### config.mk
export PLATFORM = sky130hd
export DESIGN_NAME = instr_fetch_stage_flat
export DESIGN_NICKNAME = d
export VERILOG_FILES = /design/src/rtl/instr_fetch_stage_pkg.sv /design/src/rtl/instr_fetch_stage_if.sv /design/src/rtl/instr_fetch_stage.sv /design/src/flat_wrapper.sv
export SDC_FILE = /design/constraint.sdc
export NUM_CORES = 1
export LEC_CHECK = 0
export CAP_MARGIN = 10
export CORE_MARGIN = 5
export CORE_UTILIZATION = 49
export DETAILED_ROUTE_END_ITERATION = 12
export PLACE_DENSITY = 0.82
export SYNTH_ARGS = -nofsm -noshare
export SYNTH_HDL_FRONTEND = slang
export SYNTH_SLANG_ARGS = --single-unit
### constraint.sdc
create_clock -name clk -period 2.35 [get_ports clk]
set_input_delay 0.47 -clock clk [delete_from_list [all_inputs] [get_ports clk]]
set_output_delay 0.47 -clock clk [all_outputs]
set_load 0.01 [all_outputs]
### src/rtl/instr_fetch_stage_pkg.sv
// Shared types and constants for the instruction fetch stage: FSM encoding,
// instruction field positions and PC helpers.
package instr_fetch_stage_pkg;

  localparam int unsigned INSTR_W = 32;
  localparam logic [31:0] RESET_PC_DEFAULT = 32'h0000_0000;

  localparam int unsigned OPC_MSB = 31;
  localparam int unsigned OPC_LSB = 26;
  localparam int unsigned RD_MSB  = 25;
  localparam int unsigned RD_LSB  = 21;
  localparam int unsigned RS_MSB  = 20;
  localparam int unsigned RS_LSB  = 16;
  localparam int unsigned IMM_MSB = 15;
  localparam int unsigned IMM_LSB = 0;

  typedef enum logic [1:0] {
    StIdle,
    StFetch,
    StHold
  } fetch_state_t;

  // Branch targets are word aligned; the low two bits are dropped silently.
  function automatic logic [31:0] align_pc(input logic [31:0] addr);
    return addr & 32'hFFFF_FFFC;
  endfunction

endpackage

### src/rtl/instr_fetch_stage_if.sv
// Bus bundle between the fetch stage and its environment: instruction memory
// request/ack, branch redirect and the packet handshake towards decode.
interface instr_fetch_stage_if;
  import instr_fetch_stage_pkg::*;

  logic               imem_req;
  logic [INSTR_W-1:0] imem_addr;
  logic               imem_ack;
  logic [INSTR_W-1:0] imem_rdata;

  logic               redirect;
  logic [INSTR_W-1:0] redirect_pc;

  logic               id_valid;
  logic               id_ready;
  logic [INSTR_W-1:0] id_pc;
  logic [5:0]         id_opcode;
  logic [4:0]         id_rd;
  logic [4:0]         id_rs;
  logic [15:0]        id_imm16;

  modport master (
    output imem_req, imem_addr,
    input  imem_ack, imem_rdata,
    input  redirect, redirect_pc,
    output id_valid, id_pc, id_opcode, id_rd, id_rs, id_imm16,
    input  id_ready
  );

  modport slave (
    input  imem_req, imem_addr,
    output imem_ack, imem_rdata,
    output redirect, redirect_pc,
    input  id_valid, id_pc, id_opcode, id_rd, id_rs, id_imm16,
    output id_ready
  );

endinterface

### src/rtl/instr_fetch_stage.sv
// Instruction fetch stage: owns the PC, issues one word fetch at a time and
// buffers a single decoded-field packet for decode. Redirects squash in-flight work.
module instr_fetch_stage
  import instr_fetch_stage_pkg::*;
#(
  parameter logic [31:0] RESET_PC = RESET_PC_DEFAULT,
  parameter int unsigned PC_STEP  = 4
) (
  input logic                 clk,
  input logic                 rst_n,
  instr_fetch_stage_if.master bus
);

  fetch_state_t state;
  logic [31:0]  pc;
  logic [31:0]  req_addr;
  logic         squash;

  logic [31:0]  redirect_target;
  logic [31:0]  pc_next_seq;

  assign redirect_target = align_pc(bus.redirect_pc);
  assign pc_next_seq     = pc + 32'(PC_STEP);
  assign bus.imem_addr   = req_addr;

  always_ff @(posedge clk or negedge rst_n) begin
    if (!rst_n) begin
      state         <= StIdle;
      pc            <= RESET_PC;
      req_addr      <= '0;
      squash        <= 1'b0;
      bus.imem_req  <= 1'b0;
      bus.id_valid  <= 1'b0;
      bus.id_pc     <= '0;
      bus.id_opcode <= '0;
      bus.id_rd     <= '0;
      bus.id_rs     <= '0;
      bus.id_imm16  <= '0;
    end else begin
      unique case (state)
        StIdle: begin
          state        <= StFetch;
          bus.imem_req <= 1'b1;
          if (bus.redirect) begin
            pc       <= redirect_target;
            req_addr <= redirect_target;
          end else begin
            req_addr <= pc;
          end
        end

        StFetch: begin
          if (bus.redirect && bus.imem_ack) begin
            // The returning word is from the old path; restart at the target now.
            pc       <= redirect_target;
            req_addr <= redirect_target;
            squash   <= 1'b0;
          end else if (bus.redirect) begin
            // Address must stay put until the outstanding fetch completes.
            pc     <= redirect_target;
            squash <= 1'b1;
          end else if (bus.imem_ack && squash) begin
            squash   <= 1'b0;
            req_addr <= pc;
          end else if (bus.imem_ack) begin
            bus.id_opcode <= bus.imem_rdata[OPC_MSB:OPC_LSB];
            bus.id_rd     <= bus.imem_rdata[RD_MSB:RD_LSB];
            bus.id_rs     <= bus.imem_rdata[RS_MSB:RS_LSB];
            bus.id_imm16  <= bus.imem_rdata[IMM_MSB:IMM_LSB];
            bus.id_pc     <= req_addr;
            bus.id_valid  <= 1'b1;
            pc            <= pc_next_seq;
            state         <= StHold;
            bus.imem_req  <= 1'b0;
          end
        end

        StHold: begin
          if (bus.redirect) begin
            bus.id_valid <= 1'b0;
            pc           <= redirect_target;
            req_addr     <= redirect_target;
            state        <= StFetch;
            bus.imem_req <= 1'b1;
          end else if (bus.id_ready) begin
            bus.id_valid <= 1'b0;
            req_addr     <= pc;
            state        <= StFetch;
            bus.imem_req <= 1'b1;
          end
        end

        default: begin
          state        <= StIdle;
          bus.imem_req <= 1'b0;
          bus.id_valid <= 1'b0;
        end
      endcase
    end
  end

endmodule

### src/flat_wrapper.sv
// flat-port wrapper written by rule: the top's interface ports become plain ports
module instr_fetch_stage_flat import instr_fetch_stage_pkg::*;
#(
  parameter logic [31:0] RESET_PC = RESET_PC_DEFAULT,
  parameter int unsigned PC_STEP  = 4
)
  (clk, rst_n, bus_imem_req, bus_imem_addr, bus_imem_ack, bus_imem_rdata, bus_redirect, bus_redirect_pc, bus_id_valid, bus_id_pc, bus_id_opcode, bus_id_rd, bus_id_rs, bus_id_imm16, bus_id_ready);
  instr_fetch_stage_if bus_i ();
  input logic clk;
  input logic rst_n;
  output wire logic [$bits(bus_i.imem_req)-1:0] bus_imem_req;
  output wire logic [$bits(bus_i.imem_addr)-1:0] bus_imem_addr;
  input wire logic [$bits(bus_i.imem_ack)-1:0] bus_imem_ack;
  input wire logic [$bits(bus_i.imem_rdata)-1:0] bus_imem_rdata;
  input wire logic [$bits(bus_i.redirect)-1:0] bus_redirect;
  input wire logic [$bits(bus_i.redirect_pc)-1:0] bus_redirect_pc;
  output wire logic [$bits(bus_i.id_valid)-1:0] bus_id_valid;
  output wire logic [$bits(bus_i.id_pc)-1:0] bus_id_pc;
  output wire logic [$bits(bus_i.id_opcode)-1:0] bus_id_opcode;
  output wire logic [$bits(bus_i.id_rd)-1:0] bus_id_rd;
  output wire logic [$bits(bus_i.id_rs)-1:0] bus_id_rs;
  output wire logic [$bits(bus_i.id_imm16)-1:0] bus_id_imm16;
  input wire logic [$bits(bus_i.id_ready)-1:0] bus_id_ready;
  assign bus_imem_req = bus_i.imem_req;
  assign bus_imem_addr = bus_i.imem_addr;
  assign bus_i.imem_ack = bus_imem_ack;
  assign bus_i.imem_rdata = bus_imem_rdata;
  assign bus_i.redirect = bus_redirect;
  assign bus_i.redirect_pc = bus_redirect_pc;
  assign bus_id_valid = bus_i.id_valid;
  assign bus_id_pc = bus_i.id_pc;
  assign bus_id_opcode = bus_i.id_opcode;
  assign bus_id_rd = bus_i.id_rd;
  assign bus_id_rs = bus_i.id_rs;
  assign bus_id_imm16 = bus_i.id_imm16;
  assign bus_i.id_ready = bus_id_ready;
  instr_fetch_stage #(.RESET_PC(RESET_PC), .PC_STEP(PC_STEP)) u_core (.clk(clk), .rst_n(rst_n), .bus(bus_i));
endmodule
==> flow_metrics.env <==
export IMPL_die_w_um=125
export IMPL_synth_sequential_area_ratio_pct=50.8
export IMPL_synth_simple_gate_area_share_pct=23.8
export IMPL_reg2reg_depth=6
export IMPL_p_per_area_mw_per_mm2=1210
export IMPL_finalWirelength_um=18000
export IMPL_clockBufferDepth=2
export IMPL_wl_per_cell_um=16.7
export IMPL_rsz0062_at_grt="no"
export IMPL_run_status="completed"
export IMPL_fmax_mhz=472
export IMPL_worst_path_largest_cell_delay_ps=580
export IMPL_critPathLaunchType="input port"
export IMPL_dpl_hpwl_um=12800
export IMPL_holdPathStages=2
export IMPL_syn_area_mm2=0.00650
export IMPL_htree_num_levels=4
export IMPL_first_pass_iters=5
export IMPL_netlist_instances=715
export IMPL_dieArea_mm2=0.0157
export IMPL_chipHeight_um=125
export IMPL_synth_compound_area_share_pct=14.1
export IMPL_yosys_area_share_xor_xnor_pct=0.135
export IMPL_cts_made_buffers=17
export IMPL_cap_viol_max_count=0
export IMPL_yosys_area_top_type="dfrtp_1"
export IMPL_synth_main_ff_cell="dfrtp_1"
export IMPL_irDropWorstVdd_mv=0.612
export IMPL_synth_seq_cells=132
export IMPL_worstPathArrival_ps=2410
export IMPL_crit_type="in2reg"
export IMPL_final_max_slew_viol_count=0
export IMPL_post_synth_top_area_fraction_pct=50.8
export IMPL_synth_area_top_cells="dfrtp_1 (51%), nand2_1 (12%), mux2i_1 (5.2%), a21oi_1 (4.1%), nor2_1 (3.4%)"
export IMPL_postSynth_asyncResetShare_pct=100
export IMPL_grt_pass1_vias=5931
export IMPL_coreArea_mm2=0.0131
export IMPL_leakage_uw=0.00409
export IMPL_synth_edf_count=0
export IMPL_final_common_cell="nand2_1"
export IMPL_drtIter0Drc=417
export IMPL_diodes=0
export IMPL_grt_use_total_pct=23.0
export IMPL_synth_fp_nets=785
export IMPL_cts_root_buf="clkbuf_16"
export IMPL_whs_ps=472
export IMPL_grt_antenna_before_repair=0
export IMPL_fin_crit_sh_pct=90.2
export IMPL_grt_pass1_wl_um=29700
export IMPL_clock_skew_ps=8.27
export IMPL_tritoncts="done"
export IMPL_final_nets=962
export IMPL_fin_util_pct=68.9
export IMPL_cp_required_ps=2640
export IMPL_drcViolationCount=0
export IMPL_gr_total_overflow=0
export IMPL_path_max_fanout=7
export IMPL_initial_utilization_pct=49.5
export IMPL_fillers=1038
export IMPL_min_path_type="reg2reg"
export IMPL_via_per_inst=5.52
export IMPL_slowest_stage="clkdlybuf4s50_1"
export IMPL_crit_top_cell="buf_4"
export IMPL_clk_pin_slew_ps=60
export IMPL_gp_congestion=0.929
export IMPL_synth_top_family_by_area="simple AND/OR/NAND/NOR gates"
export IMPL_finalHoldViolations=0
export IMPL_postRouteAntennaNets=0
export IMPL_grt_max_degree=67
export IMPL_layout_drive_gt1_share_pct=10.4
export IMPL_yosys_warnings=0
export IMPL_setup_viol=0
export IMPL_synth_cell_types=74
export IMPL_cts_sinks=132
export IMPL_clock_latency_ps=410
export IMPL_syn2layout_area_growth_pct=39.3
export IMPL_worstSetupEndpointType="flip-flop"
export IMPL_port_buffers=164
export IMPL_rows=42
export IMPL_worst_pin_slew_ps=457
export IMPL_post_synth_cell_area_avg_um2=9.09
export IMPL_crit_chain="clkdlybuf4s50_1, and4b_4, buf_4, nand2_2, nor3_4, buf_4, nand4_1, o311ai_1"
export IMPL_num_io_pins=167
export IMPL_slew_headroom_pct=69.2
export IMPL_synthAdderAreaFrac_pct=0.192
export IMPL_post_route_min_period_ps=2120
export IMPL_synth_area_mux_share_pct=5.93
export IMPL_layout_common_cells="nand2_1 (209), clkdlybuf4s50_1 (163), dfrtp_1 (132)"
export IMPL_num_vias=5967
## power by group
part           leakage, µW  total [µW]  internal, µW  switching, µW
clock network     0.000265        2460          1460           1010
registers          0.00158        4090          3240            853
logic              0.00224        4410          2360           2040
## synthesized netlist by cell type, drive strengths merged, types with 2 or more instances
cell and instances:
nand3 12, mux2i 34, o21a 4, a211oi 4
mux2 4, nand3b 2, o41ai 2, clkbuf 15
a31oi 5, inv 8, nor2 59, o221ai 2
buf 32, dfrtp 132, and2 10, nor3 5
or3 3, nand2 211, and3 3, a21oi 53
a22oi 8, a21o 2, and2b 2, nand2b 4
a41oi 5, o22a 3, nor3b 2, a221oi 2
nand4 13, and4 7, nor4 5, o21ai 26
o22ai 12
## final timing paths
kind                                                  startpoint                                    to  slack [ps]
worst max-delay path                                bus_redirect             u_core.pc[23]$_DFFE_PN0P_         230
worst min-delay path            u_core.bus.id_pc[17]$_DFFE_PN0P_      u_core.bus.id_pc[17]$_DFFE_PN0P_         470
worst max register to register          u_core.pc[2]$_DFFE_PN0P_             u_core.pc[30]$_DFFE_PN0P_         370
worst min register to register  u_core.bus.id_pc[17]$_DFFE_PN0P_      u_core.bus.id_pc[17]$_DFFE_PN0P_         470
max in group asynchronous                                  rst_n  u_core.bus.imem_addr[14]$_DFFE_PN0P_        1150
min in group asynchronous                                  rst_n   u_core.bus.id_imm16[14]$_DFFE_PN0P_         570
## per-stage QoR
step           TNS, ps  total power, µW  setup WS (ps)  instances  instance area, µm²
3_3_place_gp      -525             8410          -77.0       1048                8490
2_1_floorplan        0             6120            573        715                6500
5_1_grt              0            11600            167       1081                9050
4_1_cts              0            11000            296       1081                9050
6_report             0            11000            230       1081                9050
3_5_place_dp      -635             8530           -118       1048                8490
## routing by layer
metal | track usage, % | vias to the layer above | wire length (µm)
met5 | 0 | - | 0
met1 | 30.9 | 2878 | 8090
met2 | 38.1 | 221 | 8470
li1 | - | 2841 | -
met4 | 5.55 | 0 | 282
met3 | 5.25 | 27 | 1170
## logic make-up (layout without fill, tap and decap cells)
logic type | Yosys count | after routing
DFF | 132 | 132
AOI/OAI and AO/OA | 144 | 144
xor gates and xnor gates | 1 | 1
buffers and inverters | 56 | 246
adders and majority gates | 1 | 1
muxes | 38 | 38
and+or+nand+nor | 343 | 343
## registers in the layout, summed over array words and instances (netlist names)
signal                flops
u_core.bus.id_opcode      6
u_core.bus.id_rs          5
u_core.bus.id_pc         32
u_core.bus.id_valid       1
u_core.bus.imem_addr     32
u_core.squash             1
u_core.bus.id_rd          5
u_core.bus.id_imm16      16
u_core.pc                32
u_core.state              2
## critical path, delay by kind of cell
| family | cells | cell delay [ps] |
|---|---|---|
| and+or+nand+nor | 4 | 800 |
| AOI/OAI and AO/OA | 1 | 280 |
| buffers and inverters | 3 | 860 |
## repair_timing
action,in CTS,in global routing
buffers inserted,0,0
endpoints found under the hold margin,41,0
setup endpoints to repair,0,0
hold buffers,1,0
gates resized for setup,0,0
## final cells by class
| type | count | area (µm²) | share of cell area, % |
|---|---|---|---|
| Tap cell | 176 | 220 | 2.43 |
| Inverter | 9 | 33.8 | 0.373 |
| Clock buffer | 17 | 425 | 4.70 |
| Sequential cell | 132 | 3300 | 36.5 |
| Multi-Input combinational cell | 527 | 2890 | 31.9 |
| Timing Repair Buffer | 205 | 2050 | 22.7 |
| Clock inverter | 15 | 133 | 1.46 |
Note: power is estimated with default switching activity, not from simulation.
